<file path="src/rtl/pipeline_stall_ctrl.sv">
// Stall/flush/bubble sequencing for the 5-stage core: load-use bubble, branch flush and
// multi-cycle mul/div hold with timeout, plus a saturating stall-cycle counter.
module pipeline_stall_ctrl #(
   parameter int unsigned TIMEOUT = 64,
   parameter int unsigned CW      = 16
) (
   input  logic          clk,
   input  logic          rst,
   input  logic          MemReadE,
   input  logic [4:0]    RD_E,
   input  logic [4:0]    Rs1_D,
   input  logic [4:0]    Rs2_D,
   input  logic          PCSrcE,
   input  logic          MulDivE,
   input  logic          MulDivDone,
   output logic          StallF,
   output logic          StallD,
   output logic          StallE,
   output logic          FlushD,
   output logic          FlushE,
   output logic          FlushM,
   output logic          MulDivStart,
   output logic          MdTimeout,
   output logic [CW-1:0] StallCycles
);

   localparam int unsigned BW = (TIMEOUT > 1) ? $clog2(TIMEOUT) : 1;
   localparam logic [BW-1:0] BusyLast = BW'(TIMEOUT - 1);

   typedef enum logic [0:0] {StRun, StMdBusy} state_e;

   state_e          state_q, state_d;
   logic [BW-1:0]   busy_q, busy_d;
   logic [CW-1:0]   stall_cnt_q, stall_cnt_d;
   logic            md_timeout_q, md_timeout_d;
   logic            lu;

   assign lu = MemReadE & (RD_E != 5'd0) & ((RD_E == Rs1_D) | (RD_E == Rs2_D));

   always_comb begin
      StallF       = 1'b0;
      StallD       = 1'b0;
      StallE       = 1'b0;
      FlushD       = 1'b0;
      FlushE       = 1'b0;
      FlushM       = 1'b0;
      MulDivStart  = 1'b0;
      state_d      = state_q;
      busy_d       = busy_q;
      md_timeout_d = md_timeout_q;
      // All control outputs stay low while reset is held.
      if (rst) begin
         case (state_q)
            StRun: begin
               if (PCSrcE) begin
                  FlushD = 1'b1;
                  FlushE = 1'b1;
               end else if (MulDivE) begin
                  MulDivStart = 1'b1;
                  StallF      = 1'b1;
                  StallD      = 1'b1;
                  StallE      = 1'b1;
                  FlushM      = 1'b1;
                  state_d     = StMdBusy;
                  busy_d      = '0;
               end else if (lu) begin
                  StallF = 1'b1;
                  StallD = 1'b1;
                  FlushE = 1'b1;
               end
            end
            StMdBusy: begin
               // Load-use and branch requests are ignored; Execute owns the mul/div op.
               if (MulDivDone) begin
                  state_d = StRun;
               end else if (busy_q == BusyLast) begin
                  FlushE       = 1'b1;
                  md_timeout_d = 1'b1;
                  state_d      = StRun;
               end else begin
                  StallF = 1'b1;
                  StallD = 1'b1;
                  StallE = 1'b1;
                  FlushM = 1'b1;
                  busy_d = busy_q + BW'(1);
               end
            end
            default: state_d = StRun;
         endcase
      end
   end

   always_comb begin
      stall_cnt_d = stall_cnt_q;
      if (StallF && (stall_cnt_q != {CW{1'b1}})) begin
         stall_cnt_d = stall_cnt_q + CW'(1);
      end
   end

   always_ff @(posedge clk) begin
      if (!rst) begin
         state_q      <= StRun;
         busy_q       <= '0;
         stall_cnt_q  <= '0;
         md_timeout_q <= 1'b0;
      end else begin
         state_q      <= state_d;
         busy_q       <= busy_d;
         stall_cnt_q  <= stall_cnt_d;
         md_timeout_q <= md_timeout_d;
      end
   end

   assign MdTimeout   = md_timeout_q & rst;
   assign StallCycles = rst ? stall_cnt_q : '0;

endmodule

</file>
<file path="config.mk">
export PLATFORM = sky130hd
export DESIGN_NAME = pipeline_stall_ctrl
export DESIGN_NICKNAME = d
export VERILOG_FILES = /design/src/rtl/pipeline_stall_ctrl.sv
export SDC_FILE = /design/constraint.sdc
export NUM_CORES = 1
export LEC_CHECK = 0
export BUFFER_PORTS_ARGS = -buffer_cell sky130_fd_sc_hd__buf_2
export CAP_MARGIN = 20
export CORE_UTILIZATION = 45
export CTS_BUF_LIST = sky130_fd_sc_hd__clkbuf_4
export DETAILED_ROUTE_END_ITERATION = 16
export PLACE_DENSITY = 0.82
export RECOVER_POWER = 100
export SETUP_SLACK_MARGIN = 0.4
export SLEW_MARGIN = 10
export SYNTH_ARGS = -nofsm -noshare
export SYNTH_HDL_FRONTEND = slang
export SYNTH_SLANG_ARGS = --single-unit
</file>
<file path="constraint.sdc">
create_clock -name clk -period 2.8 [get_ports clk]
set_input_delay 0.56 -clock clk [delete_from_list [all_inputs] [get_ports clk]]
set_output_delay 0.56 -clock clk [all_outputs]
set_load 0.03 [all_outputs]
</file>
**Word level (Yosys, flattened, before mapping)**

Index checks and enable logic that the tools add are counted.
Widths: inputs -> output; s select.

- Register bits after elaboration: 24
- Latch bits: 0
- RAM bits: 0
- Memory bits (read-only): 0
- Bits of input ports: 21
- Output and inout port bits: 24
- Logic and storage cells: 52
- Memories kept: 0

- Add/subtract/negate cells: 2
- $mul: 0
- Div/mod/pow operators: 0
- Magnitude comparators: 0
- Equality and inequality tests: 8
- Shift-type cells: 0
- Muxes and demuxes: 28
- Bitwise gates (word level): 6
- Reductions and logical operators: 4

Operators with widths:

| operator | number |
|---|---|
| $mux 6 | 4 |
| $mux 1 | 19 |
| $add 16x1->16 const B | 1 |
| $mux 16 | 1 |
| $ne 16x16->1 const B | 1 |
| $pmux 6 s2 | 1 |
| $eq 5x5->1 | 2 |
| $ne 2x2->1 const B | 4 |
| $add 6x1->6 const B | 1 |
| $eq 6x6->1 const B | 1 |
| $pmux 1 s2 | 3 |
| $reduce_bool 5->1 | 1 |
| $reduce_and 4->1 | 1 |
| $and 1x1->1 | 3 |
| $reduce_and 3->1 | 1 |
| $not 1->1 | 2 |
| $logic_and 1x1->1 | 1 |
| $or 1x1->1 | 1 |

**Depth between registers and ports, before layout**

- Word-level depth: 9
- Gate-level depth with buffers: 9
- Depth with buffers taken out: 7

**Worst setup path before layout**

Ideal clock, no wire load.

- Path kind: input port to output port
- From: in RD_E[4]
- To: out StallF
- Arrival time: 2.122 ns
- Data required time: 2.240 ns
- Slack: 0.118 ns
- Stages on the path: 6
- Path buffers: 1
- Cells stage by stage: xnor2_1 nand3_1 o22ai_1 nand2b_1 o21ai_0 buf_4

- Cells in the longest elaborated chain, start to end: 8
- Elaborated cells on any way between the ends: 11
- Classes of those cells: eq/ne (2); mux (5); bitwise (3); reduce/logical (1)

RTL lines:

| element | RTL line | RTL |
|---|---|---|
| start: declaration | 10 | `input logic [4:0] RD_E,` |
| $eq 5x5->1 or $reduce_bool 5->1 (tied branches) | 38 | `assign lu = MemReadE & (RD_E != 5'd0) & ((RD_E == Rs1_D) \| (RD_E == Rs2_D));` |
| $or 1x1->1 or $and 1x1->1 (tied branches) | 38 |  |
| $and 1x1->1 (*) | 38 |  |
| $mux 1 (*) (3 in series) | - |  |
| $pmux 1 s2 (*) | - |  |
| $mux 1 (*) | - |  |
| end: declaration | 16 | `output logic StallF,` |

Mark *: on every way between the ends. The rest lies on a longest branch, timed or not.

**Final worst setup path**

- From: in RD_E[4]
- To: out FlushE

- Cells in the longest elaborated chain, start to end: 8
- Elaborated cells on any way between the ends: 11
- Classes of those cells: eq/ne (2); mux (5); bitwise (3); reduce/logical (1)

RTL lines:

| element | RTL line | RTL |
|---|---|---|
| $eq 5x5->1 or $reduce_bool 5->1 (tied branches) | 38 |  |
| $or 1x1->1 or $and 1x1->1 (tied branches) | 38 |  |
| $and 1x1->1 (*) | 38 |  |
| $mux 1 (*) | 66 | `end else if (lu) begin` |
| $mux 1 (*) | 58 | `end else if (MulDivE) begin` |
| $mux 1 (*) | 55 | `if (PCSrcE) begin` |
| $pmux 1 s2 (*) | 53 | `case (state_q)` |
| $mux 1 (*) | 52 | `if (rst) begin` |
| end: declaration | 20 | `output logic FlushE,` |

Marks and branches as above.

==> impl_metrics.py <==
metrics = {
    "detailed_routing": {
        "drt-total-wl_um": 3260,
        "drtIter0Drc": 54,
        "vias": 1443,
        "detail_route.drc_violations": 0,
        "routed_via_density": 5.29,
        "ant_nets": 0,
        "first_pass_iters": 4,
        "routedWlPerCell_um": 11.9,
    },
    "logic_synthesis": {
        "syn_area_per_cell_um2": 7.91,
        "syn_area_um2": 1470,
        "ys_seq_elements": 24,
        "synth_area_leader_cell": "dfxtp_1",
        "ys_warn_count": 0,
        "synth.top_cells.by_area": "dfxtp_1 (33%), and2_1 (7.7%), xnor2_1 (6.0%)",
        "synth-edff-count": 0,
        "synth_top_cell_area_share_pct": 32.7,
        "synthArstFlopShare_pct": 0,
        "ys.flop_type": "dfxtp_1",
        "synthDistinctLibCells": 38,
        "seq_area_frac_synth_pct": 32.7,
        "synth_fp_nets": 209,
        "synthCells": 186,
    },
    "grt": {
        "grt_max_degree": 30,
        "grt-ovfl-total": 0,
        "grt_usage_pct": 20.0,
        "antenna_found_initial": 0,
        "grt_pass1_vias": 1273,
        "grt_pass1_wl_um": 5400,
    },
    "clock_tree": {
        "insertion_delay_ns": 0.32,
        "numClockSinks": 24,
        "cts_made_buffers": 3,
        "root_buffer": "clkbuf_4",
        "cts_tree": "yes",
        "htree_levels": 1,
        "clk_pin_slew_ns": 0.13,
        "clk_path_buf_depth": 2,
    },
    "outcome": {
        "outcome": "complete, no violations",
    },
    "worst_setup_path": {
        "cp_max_fo": 3,
        "cp-start-kind": "primary input",
        "end_kind": "primary output",
        "path_class": "primary input to primary output",
        "arrival_ns": 1.87,
        "crit_required_ns": 2.24,
    },
    "sta": {
        "worstMarginPinSlew_ns": 0.791,
        "hold_viol_final": 0,
        "max_freq_mhz": 412,
        "skew_ns": 0.00164,
        "rsz0062_at_grt": "true",
        "setup_viol": 0,
        "slew_headroom_pct": 47.3,
        "drv_slew": 0,
        "tns_ns": 0,
        "finalCriticalPeriod_ns": 2.43,
        "period_share_pct": 86.8,
    },
    "power": {
        "power.density_nw_per_um2": 347,
        "swShare_pct": 27.9,
        "p_sw_uw": 171,
        "ir_drop_mv": 0.251,
        "seqPwrFrac_pct": 56.9,
        "power_frac_comb_pct": 17.8,
        "p_leak_uw": 0.000688,
        "power.internal_uw": 443,
        "clkPwrFrac_pct": 25.3,
    },
    "placement": {
        "globalplace.congestion": 0.765,
        "portBuffers": 44,
        "hpwl_um": 2320,
        "placed_cell_area_um2": 1710,
    },
    "run": {
        "maxCapViolCount": 0,
    },
    "cells_and_area": {
        "diodes": 0,
        "final_common_cell": "buf_2",
        "synthToLayoutAreaGrowth_pct": 20.2,
        "most-common-layout-cells": "buf_2 (33), dfxtp_1 (24), nor2_1 (18)",
        "drive_gt1_share_pct": 22.7,
        "design_area_um2": 1770,
        "nNetsFinal": 254,
    },
    "floorplan": {
        "die_w_um": 59.2,
        "dieHeight_um": 59.2,
        "std_cell_rows": 20,
        "io_pins": 45,
        "initial_core_util_pct": 47.8,
        "die_area_um2": 3500,
        "core_um2": 3080,
    },
    "worst_hold_path": {
        "min_path_type": "register to register",
    },
}
metrics by stage:
stage          util [%]  instances  setup WS (ns)  hold WS (ns)  total power, uW
4_1_cts            57.2        271          0.403         0.482              616
3_3_place_gp       55.5        267          0.401         0.439              456
6_report           57.5        273          0.371         0.481              614
5_1_grt            57.5        273          0.193         0.518              640
2_1_floorplan         -        186          0.389         0.432              426
3_5_place_dp       55.5        267          0.388         0.451              458
registers in the layout (all words and copies together), names as in the netlist:
name,flops
state_q,1
busy_q,6
md_timeout_q,1
stall_cnt_q,16
Yosys cell counts (all sizes together) (6+ instances only):
library cell,n
a21oi,11
and2,18
buf,6
dfxtp,24
nand2,13
nand3,11
nor2,18
o21ai,20
or3,8
xnor2,10
power by group through the flow:
stage               sequential (uW)  clock, uW  combinational, uW
CTS                             350        160                106
finish                          349        155                109
detailed placement              357          0                101
floorplan                       354          0               71.8
global route                    350        169                121
global placement                357          0               98.8
repair_timing:
action,in CTS,in global routing
resized for setup,4,6
endpoints found under the setup margin,1,3
buffers inserted,1,2
pin swaps,1,5
hold buffers,0,0
path summary, 6_finish.rpt:
check | slack (ns) | cells after the start | end | startpoint
setup reg to reg | 0.67 | 7 | stall_cnt_q[8] | stall_cnt_q[0]
setup / recovery | 0.37 | 7 | FlushE | RD_E[4]
hold / removal | 0.48 | 2 | md_timeout_q | md_timeout_q
hold reg to reg | 0.48 | 2 | md_timeout_q | md_timeout_q
critical path, cell delays in order:
cell and delay [ns]:
buf_8 0.10, or4_4 0.51, o21ai_0 0.19, nand2b_2 0.16, o21a_1 0.12, o21ai_1 0.06
buf_4 0.17
per-layer routing:
layer  up-vias  part of all wire, %  GRT usage, %
met5         -                    0             0
met4         0                 0.52          3.40
met3         2                  4.3          5.02
met2        36                   47          34.5
met1       661                   48          25.3
li1        744                    -             -
kinds of logic after synthesis:
family | after synthesis | synth area share (%)
multiplexers | 3 | 2.38
flip-flops | 24 | 32.7
AND/OR/NAND/NOR | 86 | 31.4
AO/OA/AOI/OAI | 42 | 17.3
buffers and inverters | 14 | 5.70
XOR/XNOR | 15 | 8.93
adder cells (fa/ha/maj) | 2 | 1.70
cell type report:
type / instances / area [um^2]
clock buffers: 3 / 22.5
repair buffers: 49 / 279
inverters: 5 / 18.8
flip-flops and latches: 24 / 480
fillers: 291 / 1310
multi-input cells: 148 / 913
well taps: 44 / 55.1
No activity file was read; power rests on OpenSTA's default activity.
